===== config.mk =====
export PLATFORM = sky130hd
export DESIGN_NAME = regbank_param
export DESIGN_NICKNAME = d
export VERILOG_FILES = /design/src/rtl/regbank_pkg.sv /design/src/rtl/regbank_scoreboard.sv /design/src/rtl/regbank_param.sv
export SDC_FILE = /design/constraint.sdc
export NUM_CORES = 1
export LEC_CHECK = 0
export BUFFER_PORTS_ARGS = -buffer_cell sky130_fd_sc_hd__buf_2
export CAP_MARGIN = 20
export CORE_MARGIN = 2
export CORE_UTILIZATION = 38
export DETAILED_ROUTE_END_ITERATION = 16
export GPL_TIMING_DRIVEN = 0
export HOLD_SLACK_MARGIN = 0.05
export PLACE_DENSITY = 0.67
export SLEW_MARGIN = 20
export SYNTH_ARGS = -nofsm -noshare
export SYNTH_HDL_FRONTEND = slang
export SYNTH_HIERARCHICAL = 1
export SYNTH_SLANG_ARGS = --single-unit

===== constraint.sdc =====
create_clock -name clock -period 1.8 [get_ports clock]
set_clock_uncertainty 0.2 [all_clocks]
set_input_delay 0.36 -clock clock [delete_from_list [all_inputs] [get_ports clock]]
set_output_delay 0.36 -clock clock [all_outputs]
set_load 0.005 [all_outputs]

===== src/rtl/regbank_pkg.sv =====
// regbank_pkg: shared defaults for the ID-stage register bank.
//   DEF_DATA_WIDTH / DEF_ADDR_WIDTH : default register width and index width
//   reg_idx_t                       : register index at the default width
package regbank_pkg;

  localparam int unsigned DEF_DATA_WIDTH = 16;
  localparam int unsigned DEF_ADDR_WIDTH = 3;

  typedef logic [DEF_ADDR_WIDTH-1:0] reg_idx_t;

endpackage


===== src/rtl/regbank_scoreboard.sv =====
// regbank_scoreboard: per-register pending-write flags.
//   clock, reset_n : rising-edge clock, asynchronous active-low reset
//   set_en, set_idx: issue of a new producer for set_idx
//   clr_en, clr_idx: writeback retiring the producer of clr_idx
//   busy_vec       : registered scoreboard, bit i = register i pending
//   busy_next      : value busy_vec takes at the coming edge
module regbank_scoreboard import regbank_pkg::*; #(
  parameter  int unsigned ADDR_WIDTH = DEF_ADDR_WIDTH,
  parameter  int unsigned ZERO_REG   = 1,
  localparam int unsigned NUM_REGS   = 1 << ADDR_WIDTH
) (
  input  logic                  clock,
  input  logic                  reset_n,
  input  logic                  set_en,
  input  logic [ADDR_WIDTH-1:0] set_idx,
  input  logic                  clr_en,
  input  logic [ADDR_WIDTH-1:0] clr_idx,
  output logic [NUM_REGS-1:0]   busy_vec,
  output logic [NUM_REGS-1:0]   busy_next
);

  logic [NUM_REGS-1:0] busy_q;
  logic [NUM_REGS-1:0] busy_d;

  // Set is applied after clear so a new producer of the same register
  // supersedes the one retiring on this edge.
  always_comb begin
    busy_d = busy_q;
    if (clr_en) busy_d[clr_idx] = 1'b0;
    if (set_en) busy_d[set_idx] = 1'b1;
    if (ZERO_REG != 0) busy_d[0] = 1'b0;
  end

  always_ff @(posedge clock or negedge reset_n) begin
    if (!reset_n) busy_q <= '0;
    else          busy_q <= busy_d;
  end

  assign busy_vec  = busy_q;
  assign busy_next = busy_d;

endmodule


===== src/rtl/regbank_param.sv =====
// regbank_param: ID-stage register bank.
//   clock, reset_n       : rising-edge clock, asynchronous active-low reset
//   rd_en, rs, rt        : capture read ports A/B this cycle
//   data1, data2         : registered read data (write-forwarded)
//   busy1, busy2         : registered pending flags for rs/rt (post-update)
//   RegWrite, rd,
//   dataToWrite          : writeback port, clears the pending flag of rd
//   issue_en, issue_rd   : mark issue_rd as pending
//   busy_vec             : scoreboard register
module regbank_param import regbank_pkg::*; #(
  parameter  int unsigned DATA_WIDTH = DEF_DATA_WIDTH,
  parameter  int unsigned ADDR_WIDTH = DEF_ADDR_WIDTH,
  parameter  int unsigned ZERO_REG   = 1,
  localparam int unsigned NUM_REGS   = 1 << ADDR_WIDTH
) (
  input  logic                  clock,
  input  logic                  reset_n,
  input  logic                  rd_en,
  input  logic [ADDR_WIDTH-1:0] rs,
  input  logic [ADDR_WIDTH-1:0] rt,
  output logic [DATA_WIDTH-1:0] data1,
  output logic [DATA_WIDTH-1:0] data2,
  output logic                  busy1,
  output logic                  busy2,
  input  logic                  RegWrite,
  input  logic [ADDR_WIDTH-1:0] rd,
  input  logic [DATA_WIDTH-1:0] dataToWrite,
  input  logic                  issue_en,
  input  logic [ADDR_WIDTH-1:0] issue_rd,
  output logic [NUM_REGS-1:0]   busy_vec
);

  logic [DATA_WIDTH-1:0] regs_q [NUM_REGS];
  logic [DATA_WIDTH-1:0] data1_q, data1_d;
  logic [DATA_WIDTH-1:0] data2_q, data2_d;
  logic                  busy1_q, busy1_d;
  logic                  busy2_q, busy2_d;
  logic [NUM_REGS-1:0]   busy_next;
  logic                  we_eff;

  // Writes to a hardwired register 0 are dropped here, which also keeps
  // them out of the forwarding path.
  assign we_eff = RegWrite && !((ZERO_REG != 0) && (rd == '0));

  regbank_scoreboard #(
    .ADDR_WIDTH (ADDR_WIDTH),
    .ZERO_REG   (ZERO_REG)
  ) u_scoreboard (
    .clock     (clock),
    .reset_n   (reset_n),
    .set_en    (issue_en),
    .set_idx   (issue_rd),
    .clr_en    (we_eff),
    .clr_idx   (rd),
    .busy_vec  (busy_vec),
    .busy_next (busy_next)
  );

  // Busy flags are taken from the scoreboard's next state, which already
  // carries the same-edge clear/set, so they follow the forwarding rules.
  always_comb begin
    data1_d = data1_q;
    data2_d = data2_q;
    busy1_d = busy1_q;
    busy2_d = busy2_q;
    if (rd_en) begin
      data1_d = (we_eff && (rd == rs)) ? dataToWrite : regs_q[rs];
      data2_d = (we_eff && (rd == rt)) ? dataToWrite : regs_q[rt];
      busy1_d = busy_next[rs];
      busy2_d = busy_next[rt];
      if ((ZERO_REG != 0) && (rs == '0)) data1_d = '0;
      if ((ZERO_REG != 0) && (rt == '0)) data2_d = '0;
    end
  end

  always_ff @(posedge clock or negedge reset_n) begin
    if (!reset_n) begin
      for (int unsigned i = 0; i < NUM_REGS; i++) regs_q[i] <= '0;
    end else if (we_eff) begin
      regs_q[rd] <= dataToWrite;
    end
  end

  always_ff @(posedge clock or negedge reset_n) begin
    if (!reset_n) begin
      data1_q <= '0;
      data2_q <= '0;
      busy1_q <= 1'b0;
      busy2_q <= 1'b0;
    end else begin
      data1_q <= data1_d;
      data2_q <= data2_d;
      busy1_q <= busy1_d;
      busy2_q <= busy2_d;
    end
  end

  assign data1 = data1_q;
  assign data2 = data2_q;
  assign busy1 = busy1_q;
  assign busy2 = busy2_q;

endmodule

==> run metrics, run 1 <==
worst hold path type in2reg; placed inst area 9650 sq um; Synth cell types 37; Die X 158 microns; Final WS setup -26.7 ps; Worst-path clk slew 60 ps; IO Pins 75; outcome finished with violations; syn avg cell area 16.0 sq um; Design Power 12000 uW; CP arrival 1970 ps; count leader, synth dfrtp_1; antenna cells 0; Starting Density 38.4%; P_leak 0.00460 uW; area of the die 24900 sq um; Syn. warnings 6; DP Wirelength 15.4 mm; wire per inst 23.7 microns; Tmin final 1830 ps; TritonRoute pass-1 iters 5; CTS root buf clkbuf_16; area growth from synthesis to layout 19.3%; ranking of synthesized cells by area dfrtp_1, mux4_1, mux2_2; final hold slack 47.5 ps; Mapped Cells 559; CTS sink cnt 169; fin nets 705; slew of the pin with the lowest slew margin 823 ps; Post-synth EDFFs 0; final hold viol count 0; worst-path fanout max 6; Worst EP required 1940 ps; CTS max path bufs 2; Max-cap violations 0; layout cells sized above 1 56.0%; Critical Path Slowest Stage Cell o31ai_4; routability congestion estimate 0.781; CTS Buf Count 17; Max IR drop VDD 421 uV; # hold bufs at CTS 3; first-pass GRT wire length 35.7 mm; gr ovfl total 0; clk_lat worst skew 430 ps; H-tree level count 4; cell taking the most area after synthesis dfrtp_1; Mapped Area 8970 sq um; failing checks negative setup slack; Max-slew headroom 45.2%; Yosys top cell area share 47.1%; largest net degree at the start of global routing 103; core box area 23300 sq um; Routed Wire Length 23.7 mm; #FFs+latches synth 169; worst path cell trace buf_12, buf_12, o31ai_4, clkinvlp_4, and4bb_1, o32ai_2, mux4_2, mux2i_1, a21oi_1; most instantiated cells after synthesis dfrtp_1, mux2_2, mux4_1, a221o_1, nor2b_1; GRT Util Overall 19.6%; Die H 158 microns; CP max stage delay 330 ps; Crit path buffers/inverters 3; RSZ-0062 raised after global routing true; num rows 56; crit path launch type input port; final setup fails 3; sequential-to-total area share from yosys stat 47.1%; setup TNS -52.0 ps; Final period util 101%; fmax 547 MHz; most used cell, CP buf_12; Setup CP Type in2reg; CTS tree done; initial antenna violation count 0; initial drt markers 386; vias after detailed routing 5716; vias per inst 5.70; Final Slew Violations 0; drc violations 0; PD cells 1130 nW/um^2; vias in the first global route 6079; Design Area, Final 10700 sq um; Crit path max-delay family compound AO/OA/AOI/OAI gates; post-route ant nets 0; ys flop type dfrtp_1; IO buf count 67; asr flop ratio synth 100%; Worst setup EP type register
[state kept, by name (all words and copies together), names as in the netlist]
name	cells
busy1	1
busy2	1
data1	16
data2	16
regs_q	128
u_scoreboard/busy_vec	7
[repair_timing]
| item | 4_1_cts | 5_1_grt |
|---|---|---|
| pin swaps | 2 | 8 |
| endpoints found under the setup margin | 103 | 40 |
| gates cloned | 0 | 2 |
| setup buffers | 5 | 15 |
| gates resized for setup | 33 | 27 |
| hold endpoints to repair | 69 | 1 |
[cells in the final DEF, fill, tap and decap left out, drive strengths merged, types with 2 or more instances in the layout]
cell / netlist / routed
buf: 30 / 118
a221o: 30 / 30
and4: 2 / 2
o31ai: 3 / 3
dfrtp: 169 / 169
o2bb2ai: 3 / 3
and4b: 2 / 2
clkinvlp: 0 / 3
nor4bb: 2 / 2
mux2: 142 / 142
mux4: 68 / 68
a21oi: 2 / 2
dlygate4sd3: 0 / 2
nor3: 5 / 5
inv: 7 / 9
nand4b: 4 / 4
a32o: 3 / 3
nand4bb: 2 / 2
bufinv: 0 / 6
mux2i: 6 / 6
nor2b: 29 / 29
o32ai: 3 / 3
nand4: 2 / 2
nand3: 2 / 2
conb: 1 / 2
xnor2: 6 / 6
nand2: 3 / 3
clkbuf: 28 / 50
nor2: 4 / 4
[stage by stage]
stage | util (%) | setup slack, ps | std cells
finish | 45.9 | -26.7 | 1003
floorplan | - | -160 | 560
CTS | 44.9 | -13.9 | 986
global placement | 41.2 | -2240 | 946
global route | 45.9 | -121 | 1003
detailed placement | 41.3 | -1010 | 947
[metal layers]
layer / GRT usage [%] / share of wire (%)
met4: 9.18 / 3.2
met3: 4.57 / 5.6
met2: 32.8 / 51
met1: 24.2 / 40
met5: 0 / 0
[report_power, final]
part,internal [uW],switching (uW)
registers,4570,524
logic,1680,1030
clock network,2720,1520
total,8970,3070
[layout make-up]
cell class	count	area, sq um
Buffer	58	505
Clock buffer	21	470
Multi-Input combinational cell	326	4240
Clock inverter	10	213
Sequential cell	169	4230
Timing Repair inverter	1	7.51
Fill cell	2028	12600
Tap cell	319	399
Timing Repair Buffer	92	608
Inverter	7	26.3
[logic make-up after synthesis]
group,after synthesis,synth area share (%)
buffers and inverters,65,4.41
muxes,216,38.4
DFF,169,47.1
xor gates and xnor gates,6,0.586
and+or+nand+nor,58,4.49
AOI/OAI and AO/OA,44,4.92
other,1,0.0418
[final timing paths]
kind                        startpoint                       end  slack [ps]  cells after the start
min                        issue_rd[1]  u_scoreboard/busy_vec[1]          50                      2
min reg2reg                regs_q[117]               regs_q[117]         280                      1
max                              rd[1]                     busy1         -30                      9
max reg2reg                 regs_q[12]                 data2[12]           0                      3
min in group asynchronous      reset_n                 data2[10]         290                      2
max in group asynchronous      reset_n                regs_q[80]         200                      3
No activity file was read; power rests on OpenSTA's default activity.
==> run 2: changes to the inputs <==
--- a/config.mk
+++ b/config.mk
@@ -7,12 +7,15 @@
 export LEC_CHECK = 0
 export BUFFER_PORTS_ARGS = -buffer_cell sky130_fd_sc_hd__buf_2
 export CAP_MARGIN = 20
+export CELL_PAD_IN_SITES_DETAIL_PLACEMENT = 0
+export CELL_PAD_IN_SITES_GLOBAL_PLACEMENT = 2
 export CORE_MARGIN = 2
 export CORE_UTILIZATION = 38
 export DETAILED_ROUTE_END_ITERATION = 16
 export GPL_TIMING_DRIVEN = 0
 export HOLD_SLACK_MARGIN = 0.05
-export PLACE_DENSITY = 0.67
+export MAX_ROUTING_LAYER = met4
+export PLACE_DENSITY = 0.83
 export SLEW_MARGIN = 20
 export SYNTH_ARGS = -nofsm -noshare
 export SYNTH_HDL_FRONTEND = slang
==> run metrics, run 2 (same netlist as run 1, synthesis figures left out) <==
area growth from synthesis to layout 17.7%; Die H 158 microns; final hold slack 65.2 ps; PD cells 1070 nW/um^2; IO buf count 67; Max-cap violations 0; layout cells sized above 1 56.4%; outcome finished with violations; CTS root buf clkbuf_16; failing checks negative setup slack; CTS sink cnt 169; H-tree level count 4; Max-slew headroom 45.9%; max reg flops 128; Tmin final 1810 ps; routability congestion estimate 0.799; vias after detailed routing 5650; leading cell type in the layout, fill and taps excluded dfrtp_1; initial antenna violation count 0; first-pass GRT wire length 36.6 mm; fin nets 704; area of the die 24900 sq um; initial drt markers 330; CTS Buf Count 17; DP Wirelength 15.3 mm; clk_lat worst skew 430 ps; drc violations 0; Final period util 101%; gr ovfl total 0; setup TNS -14.6 ps; worst path cell trace buf_12, buf_12, o31ai_4, clkinvlp_4, and4b_1, o32ai_4, mux4_2, mux2i_1, a21oi_1; vias in the first global route 6022; RSZ-0062 raised after global routing true; Starting Density 38.4%; CTS max path bufs 2; Worst setup EP type register; Non-Filler Instances 1003; GRT Util Overall 20.5%; wire per inst 23.6 microns; final hold viol count 0; dpl cells 948; Design Area, Final 10600 sq um; Die X 158 microns; num rows 56; Max IR drop VDD 664 uV; antenna cells 0; register-to-register setup slack 30 ps; most frequent cells in the layout dfrtp_1, mux2_2, mux4_2; core box area 23300 sq um; crit path launch type input port; worst-path fanout max 8; slew of the pin with the lowest slew margin 812 ps; hold path depth 2; CTS tree done; CP max stage delay 330 ps; Setup CP Type in2reg; Final WS setup -12.3 ps; final setup fails 2; Final Slew Violations 0; most used cell, CP buf_12; Critical Path Slowest Stage Cell o31ai_4; register with the most flip-flops regs_q; placed inst area 9670 sq um; Fillers 2069; fin util 45.3%; TritonRoute pass-1 iters 4; R2R cell count 3; Worst-path clk slew 70 ps; fmax 552 MHz; vias per inst 5.63; post-route ant nets 0; largest net degree at the start of global routing 79; P_leak 0.00452 uW; Routed Wire Length 23.7 mm; worst hold path type in2reg; Worst EP required 1960 ps; CP arrival 1970 ps; IO Pins 75
## run 2: cell types whose count changed in the layout (fill, tap and decap cells not counted), sizes merged
cell / before / now
clkinv: 0 / 6
clkinvlp: 3 / 4
clkdlybuf4s15: 0 / 1
buf: 118 / 120
inv: 9 / 8
bufinv: 6 / 1
dlygate4sd3: 2 / 1
dlymetal6s4s: 1 / 0
clkbuf: 50 / 48
## run 2: worst paths after layout
| kind | from | to |
|---|---|---|
| hold reg to reg | regs_q[118] | regs_q[118] |
| min in group asynchronous | reset_n | regs_q[111] |
| setup / recovery | rd[1] | busy2 |
| max in group asynchronous | reset_n | regs_q[61] |
| hold / removal | issue_rd[2] | u_scoreboard/busy_vec[1] |
| setup reg to reg | regs_q[2] | data1[2] |
## run 2: timing repair
action	CTS	global route
gates resized for setup	33	26
cloned	0	1
setup endpoints to repair	103	39
setup buffers	6	15
pin swaps	3	8
hold endpoints to repair	109	0
hold buffers	1	0
## run 2: metal layers
layer | wire length [microns] | GRT usage [%]
met1 | 9970 | 26.6
met4 | 414 | 5.97
met5 | 0 | -
met3 | 1130 | 3.61
met2 | 12200 | 33.3
## run 2: critical path: cells and delay by family
kind | cells | cell delay (ps)
buffers and inverters | 3 | 440
AOI/OAI and AO/OA | 3 | 590
muxes | 2 | 350
and+or+nand+nor | 1 | 230
## run 2: stage by stage
step           total power [uW]  setup WS, ps
2_1_floorplan              6790          -160
3_3_place_gp               7530         -2280
3_5_place_dp               7710          -974
4_1_cts                   11300         -17.2
5_1_grt                   11800          -112
6_report                  11300         -12.3
## run 2: area by class of cell
| cell class | count | area (sq um) | share of cell area, % |
|---|---|---|---|
| buffer | 58 | 527 | 4.99 |
| clock buffer | 21 | 470 | 4.45 |
| clock inverter | 11 | 95.1 | 0.900 |
| inverter | 7 | 26.3 | 0.249 |
| multi-input combinational | 326 | 4220 | 39.9 |
| sequential | 169 | 4230 | 40.0 |
| tap | 319 | 399 | 3.78 |
| timing repair buffer | 91 | 592 | 5.60 |
| timing repair inverter | 1 | 7.51 | 0.0711 |
## run 2: where the power goes
part / internal, uW / switching (uW)
sequential: 4570 / 520
combinational: 1660 / 996
clock: 2010 / 1560
